==> config.mk <==
export PLATFORM = sky130hd
export DESIGN_NAME = bin_to_therm_seq_ctrl
export DESIGN_NICKNAME = d
export VERILOG_FILES = /design/src/rtl/bin_to_therm_seq_ctrl.sv
export SDC_FILE = /design/constraint.sdc
export NUM_CORES = 1
export LEC_CHECK = 0
export CAP_MARGIN = 20
export CORE_ASPECT_RATIO = 1.75
export CORE_MARGIN = 2
export CORE_UTILIZATION = 35
export DETAILED_ROUTE_END_ITERATION = 16
export PLACE_DENSITY = 0.56
export SLEW_MARGIN = 10
export SYNTH_ARGS = -nofsm -noshare
export SYNTH_HDL_FRONTEND = slang
export SYNTH_SLANG_ARGS = --single-unit
==> constraint.sdc <==
create_clock -name clk -period 5 [get_ports clk]
set_clock_uncertainty 0.05 [all_clocks]
set_input_delay 0.75 -clock clk [delete_from_list [all_inputs] [get_ports clk]]
set_output_delay 0.75 -clock clk [all_outputs]
set_load 0.05 [all_outputs]
==> src/rtl/bin_to_therm_seq_ctrl.sv <==
// bin_to_therm_seq_ctrl: paced update controller for a segmented
// binary-to-thermometer DAC. Buffers codes in a small FIFO, releases one per
// programmable period and drives registered thermometer codes per segment.
// Optional data-weighted averaging on the low segment: BIN_TO_THERM_DWA_EN.
module bin_to_therm_seq_ctrl #(
  parameter  int N          = 10,
  parameter  int FIFO_DEPTH = 4,
  parameter  int DIV_W      = 8,
  localparam int H          = N / 2,
  localparam int M          = (1 << H) - 1,
  localparam int LW         = $clog2(FIFO_DEPTH + 1)
) (
  input  logic             clk,
  input  logic             rst_n,
  input  logic             en,
  input  logic [DIV_W-1:0] div_val,
  input  logic             flush,
  input  logic             s_valid,
  output logic             s_ready,
  input  logic [N-1:0]     s_data,
  output logic [M-1:0]     therm_high,
  output logic [M-1:0]     therm_low,
  output logic             update_strobe,
  output logic             underflow,
  output logic [LW-1:0]    fifo_level
);

  localparam int AW = $clog2(FIFO_DEPTH);

  typedef enum logic [1:0] {IDLE, RUN, HOLD} state_t;

  state_t           r_state, w_state_nxt;
  logic [DIV_W-1:0] r_cnt;
  logic [N-1:0]     r_mem [FIFO_DEPTH];
  logic [AW-1:0]    r_wr_ptr, r_rd_ptr;
  logic [LW-1:0]    r_level;
  logic [M-1:0]     r_therm_high, r_therm_low;
  logic             r_strobe, r_underflow;

  logic             w_empty, w_tick, w_push, w_pop, w_load_cnt;
  logic [N-1:0]     w_pop_data;
  logic [H-1:0]     w_hi, w_lo;
  logic [M-1:0]     w_therm_low;

  function automatic logic [M-1:0] f_therm(input logic [H-1:0] v);
    logic [M-1:0] t;
    t = '0;
    for (int unsigned i = 0; i < M; i++) t[i] = (i < 32'(v));
    return t;
  endfunction

  assign w_empty    = (r_level == '0);
  assign s_ready    = (r_level < LW'(FIFO_DEPTH)) && !flush;
  assign w_push     = s_valid && s_ready;
  assign w_tick     = (r_state != IDLE) && (r_cnt == '0);
  assign w_pop      = w_tick && !w_empty && !flush;
  assign w_pop_data = r_mem[r_rd_ptr];
  assign w_hi       = w_pop_data[N-1:H];
  assign w_lo       = w_pop_data[H-1:0];

`ifdef BIN_TO_THERM_DWA_EN
  logic [H-1:0] r_ptr, w_ptr_nxt;
  logic [H:0]   w_ptr_sum;

  // Rotated thermometer for the low segment, starting at the DWA pointer
  always_comb begin
    int unsigned d;
    w_therm_low = '0;
    for (int unsigned j = 0; j < M; j++) begin
      d = j + M - 32'(r_ptr);
      if (d >= M) d = d - M;
      w_therm_low[j] = (d < 32'(w_lo));
    end
  end

  assign w_ptr_sum = {1'b0, r_ptr} + {1'b0, w_lo};
  assign w_ptr_nxt = (w_ptr_sum >= (H+1)'(M)) ? H'(w_ptr_sum - (H+1)'(M))
                                              : H'(w_ptr_sum);

  // DWA pointer advances by the low field on every update
  always_ff @(posedge clk or negedge rst_n) begin
    if (!rst_n)     r_ptr <= '0;
    else if (flush) r_ptr <= '0;
    else if (w_pop) r_ptr <= w_ptr_nxt;
  end
`else
  assign w_therm_low = f_therm(w_lo);
`endif

  // State register
  always_ff @(posedge clk or negedge rst_n) begin
    if (!rst_n) r_state <= IDLE;
    else        r_state <= w_state_nxt;
  end

  // Next-state logic; disable and flush override, but a tick in the
  // disabling cycle still pops via w_pop
  always_comb begin
    w_state_nxt = r_state;
    w_load_cnt  = 1'b0;
    case (r_state)
      IDLE: if (en && !w_empty) begin
        w_state_nxt = RUN;
        w_load_cnt  = 1'b1;
      end
      RUN:  if (w_tick && w_empty)  w_state_nxt = HOLD;
      HOLD: if (w_tick && !w_empty) w_state_nxt = RUN;
      default: w_state_nxt = IDLE;
    endcase
    if (!en || flush) w_state_nxt = IDLE;
  end

  // Update-period counter: reloads on entry and on every tick, parked in IDLE
  always_ff @(posedge clk or negedge rst_n) begin
    if (!rst_n)                    r_cnt <= '0;
    else if (flush)                r_cnt <= '0;
    else if (w_load_cnt || w_tick) r_cnt <= div_val;
    else if (r_state != IDLE)      r_cnt <= r_cnt - 1'b1;
  end

  // FIFO storage; emptiness is tracked by pointers so no reset needed here
  always_ff @(posedge clk) begin
    if (w_push) r_mem[r_wr_ptr] <= s_data;
  end

  // FIFO pointers and occupancy
  always_ff @(posedge clk or negedge rst_n) begin
    if (!rst_n) begin
      r_wr_ptr <= '0;
      r_rd_ptr <= '0;
      r_level  <= '0;
    end else if (flush) begin
      r_wr_ptr <= '0;
      r_rd_ptr <= '0;
      r_level  <= '0;
    end else begin
      if (w_push) r_wr_ptr <= r_wr_ptr + 1'b1;
      if (w_pop)  r_rd_ptr <= r_rd_ptr + 1'b1;
      case ({w_push, w_pop})
        2'b10:   r_level <= r_level + 1'b1;
        2'b01:   r_level <= r_level - 1'b1;
        default: r_level <= r_level;
      endcase
    end
  end

  // Registered DAC outputs and one-cycle status pulses
  always_ff @(posedge clk or negedge rst_n) begin
    if (!rst_n) begin
      r_therm_high <= '0;
      r_therm_low  <= '0;
      r_strobe     <= 1'b0;
      r_underflow  <= 1'b0;
    end else if (flush) begin
      r_therm_high <= '0;
      r_therm_low  <= '0;
      r_strobe     <= 1'b0;
      r_underflow  <= 1'b0;
    end else begin
      if (w_pop) begin
        r_therm_high <= f_therm(w_hi);
        r_therm_low  <= w_therm_low;
      end
      r_strobe    <= w_pop;
      r_underflow <= w_tick && w_empty;
    end
  end

  assign therm_high    = r_therm_high;
  assign therm_low     = r_therm_low;
  assign update_strobe = r_strobe;
  assign underflow     = r_underflow;
  assign fifo_level    = r_level;

endmodule

==> results.md <==
* Synthesized Nets at 478
* Synthesized flop and latch total at 121
* Antenna viol nets, final at 0
* Net Sw Power at 623 uW
* Mapped Area at 5200 um^2
* Gr usage total at about 18%
* Top FF cell, synth: dfrtp_1
* Post-DP HPWL at about 9100 um
* Worst Hold Class: in2async
* Initial drt markers at 202
* First-pass DRT Iterations at 4
* Latest clock arrival within the worst-skew pair at 0.41 ns
* Final Slew Violations at 0
* Worst EP arrival at 2.10 ns
* Post-CTS Hold Buffers at 0
* Max H-tree Level at 4
* Crit share post-route at 58.0%
* Clock network fraction of total power at 47.1%
* Most used cell, CP: clkdlybuf4s50_1
* DRC Markers at 0
* Crit start category: primary input
* Chip height at 165 um
* Worst r2r src: r_cnt[0]$_DFFE_PN0P_
* Status: complete, no violations
* Static Leak at 0.00284 uW
* Starting Density at about 35%
* First-pass GRT wire length at 20700 um
* Share of the synthesized area in the top cell type at 39.0%
* Worst reg2reg path endpoint: therm_low[25]$_DFFE_PN0P_
* Rel. slew slack at a little under three fifths
* Post-route setup TNS at 0 ns
* Syn Inst Count at between 400 and 500
* Total setup buffers inserted after CTS at 0
* Routed vias at 3756
* Cell variety after synth at 55
* Reg-to-reg slack, setup at 2.32 ns
* CP max-delay cell: clkdlybuf4s50_1
* Pint at around 1900 uW
* R2R depth at 8
* Maxcap violations at 0
* Nets at 571
* Largest net degree at the start of global routing at 58
* Area leader, netlist: dfrtp_1
* Post-route setup slack at 2.10 ns
* Vias in the first global route at around 3900
* Worst Tran Pin Value at 0.650 ns
* Post-synth EDFFs at 40
* DR WL/cell at 17.3 um
* Pre-CTS setup slack at slightly above 2 ns
* Final Routed Wirelength at ~13000 um
* Num ports at 91
* Sequential Power Share at 42.2%
* GP Congestion at 0.889
* Antenna diodes at 0
* Combinational fraction of design power at a little over a tenth
* Area Overhead vs Synth at 31.5%
* RSZ-0062 raised after global routing: no
* Chip Width at 96.2 um
* Clock root buffer: clkbuf_16
* Switching share of power at 24.4%
* Synth warn at 0
* Core Area at approximately 15000 um^2
* Synth async-reset ratio at 66.9%
* Max rail drop VDD at 0.000232 V
* Pwr dens at 374 nW/um^2
* Share of post-route cells with drive strength above 1 at 10.8%
* Port Buffers at 90
* Cell Chain, Critical Path: clkdlybuf4s50_1 > nor2_1 > clkdlybuf4s50_1
* Endpoints failing setup at 0
* Max Freq at 345 MHz
* Clock sink total at 121
* Seq/Total Area, Yosys at slightly above 60%
* Row count at slightly below 60
* Synthesized area per cell at 11.6 um^2
* CTS tree: built
* DR vias/cell at between 5 and 6
* CTS clock-pin slew for the worst setup and hold paths at approximately 0.060 ns
* Nature of the critical path endpoint: primary output
* Worst-path fanout max at 2
* Tmin final at 2.90 ns
* Total grt overflow at 0
* Longest Clk Path Bufs at 2
* Antenna violations before repair at 0
* CTS Buf Count at 17
* WS Path Type: in2out
* Resize count post-CTS at 0
* Die footprint at 15900 um^2
* Final-report hold violation count at 0
* Top post-synthesis cells by area: dfrtp_1 (39%), edfxtp_1 (23%), nand2_1 (6.4%)
* Fillcell total at approximately 1400
* CP max stage delay at between 0.8 and 0.9 ns
* Worst path required time at 4.20 ns
-- flip-flops by register name, indices dropped and copies added, names as in the netlist --
| register | flops |
|---|---|
| fifo_level | 3 |
| r_cnt | 8 |
| r_mem | 40 |
| r_rd_ptr | 2 |
| r_state | 2 |
| r_wr_ptr | 2 |
| therm_high | 31 |
| therm_low | 31 |
| underflow | 1 |
| update_strobe | 1 |
-- placed cells by master, fill, tap and decap left out, drive strengths merged, types with 2 or more instances in the layout --
| cell | count |
|---|---|
| clkinv | 9 |
| o21a | 3 |
| inv | 13 |
| o21ai | 43 |
| clkbuf | 19 |
| nand3b | 2 |
| mux4 | 10 |
| nor3 | 11 |
| or2 | 7 |
| a22o | 7 |
| xnor2 | 3 |
| dfrtp | 81 |
| nand2b | 2 |
| bufinv | 3 |
| nand3 | 11 |
| edfxtp | 40 |
| nor2b | 4 |
| or3 | 3 |
| o32ai | 2 |
| and2 | 5 |
| clkdlybuf4s50 | 89 |
| o211ai | 15 |
| mux2i | 2 |
| ha | 6 |
| nand2 | 93 |
| and3 | 6 |
| nor2 | 28 |
| a21oi | 17 |
| buf | 4 |
-- per-layer routing --
metal	global-route usage (%)	vias to the layer above	routed length, um
met5	0	-	0
met4	7.08	0	262
met3	3.45	27	498
met2	31.7	105	7020
met1	20.0	1840	4950
li1	-	1784	-
-- cells in the mapped netlist (2+ instances only) --
cell type,instances
a21oi_1,16
a22o_1,7
and2_1,5
and3_1,6
buf_2,11
buf_6,2
clkbuf_1,5
dfrtp_1,81
edfxtp_1,40
ha_1,6
inv_1,11
mux2i_1,2
mux4_2,10
nand2_1,89
nand2_2,3
nand2b_1,2
nand3_1,9
nand3_2,2
nand3b_1,2
nor2_1,26
nor2_2,2
nor2b_1,4
nor3_1,8
nor3_4,2
o211ai_1,14
o21a_1,3
o21ai_0,21
o21ai_1,22
o32ai_1,2
or2_1,4
or2_2,3
or3_1,3
xnor2_1,3
-- worst max path at each step --
stage | slack, ns | to | from | cells after the start
after floorplan | 2.34 | s_ready | flush | 3
after global placement | 2.09 | s_ready | flush | 3
after detailed placement | 2.08 | fifo_level[2]$_DFFE_PN0P_ | flush | 9
after CTS | 2.09 | s_ready | flush | 3
after global routing | 2.06 | s_ready | flush | 3
final | 2.10 | s_ready | flush | 3
-- kinds of logic after synthesis --
group | after synthesis | synth area share [%]
xor+xnor | 4 | 0.674
simple gates | 176 | 16.2
buf+inv | 31 | 2.86
fa+ha+maj | 7 | 1.83
compound gates | 97 | 11.7
flops | 121 | 62.0
mux | 12 | 4.71
-- stage by stage --
step	total power (uW)	util (%)	instances	instance area, um^2	hold WS [ns]
floorplan	1270	-	448	5200	0.404
detailed placement	1370	42.6	705	6260	0.412
global placement	1370	42.6	705	6260	0.407
finish	2560	46.6	737	6840	0.270
global route	2660	46.6	737	6840	0.299
CTS	2580	46.6	737	6840	0.280
-- power groups by stage --
stage	logic (uW)	registers [uW]	clock network (uW)
global route	305	1080	1280
floorplan	158	1120	0
detailed placement	276	1100	0
finish	275	1080	1200
global placement	272	1090	0
CTS	278	1080	1220
-- worst max-delay path, delay by kind of cell --
| family | cells | cell delay (ns) |
|---|---|---|
| AND/OR/NAND/NOR | 1 | 0.11 |
| buffers and inverters | 2 | 1.24 |
-- layout make-up --
class                      count  area, um^2  area share [%]
tap                          183         229            3.35
clock buffer                  19         433            6.33
inverter                      12        45.0           0.658
multi-input combinational    296        1830            26.8
sequential                   121        3230            47.2
timing repair buffer          93         921            13.5
clock inverter                13         153            2.23
(Power assumes the default switching activity.)
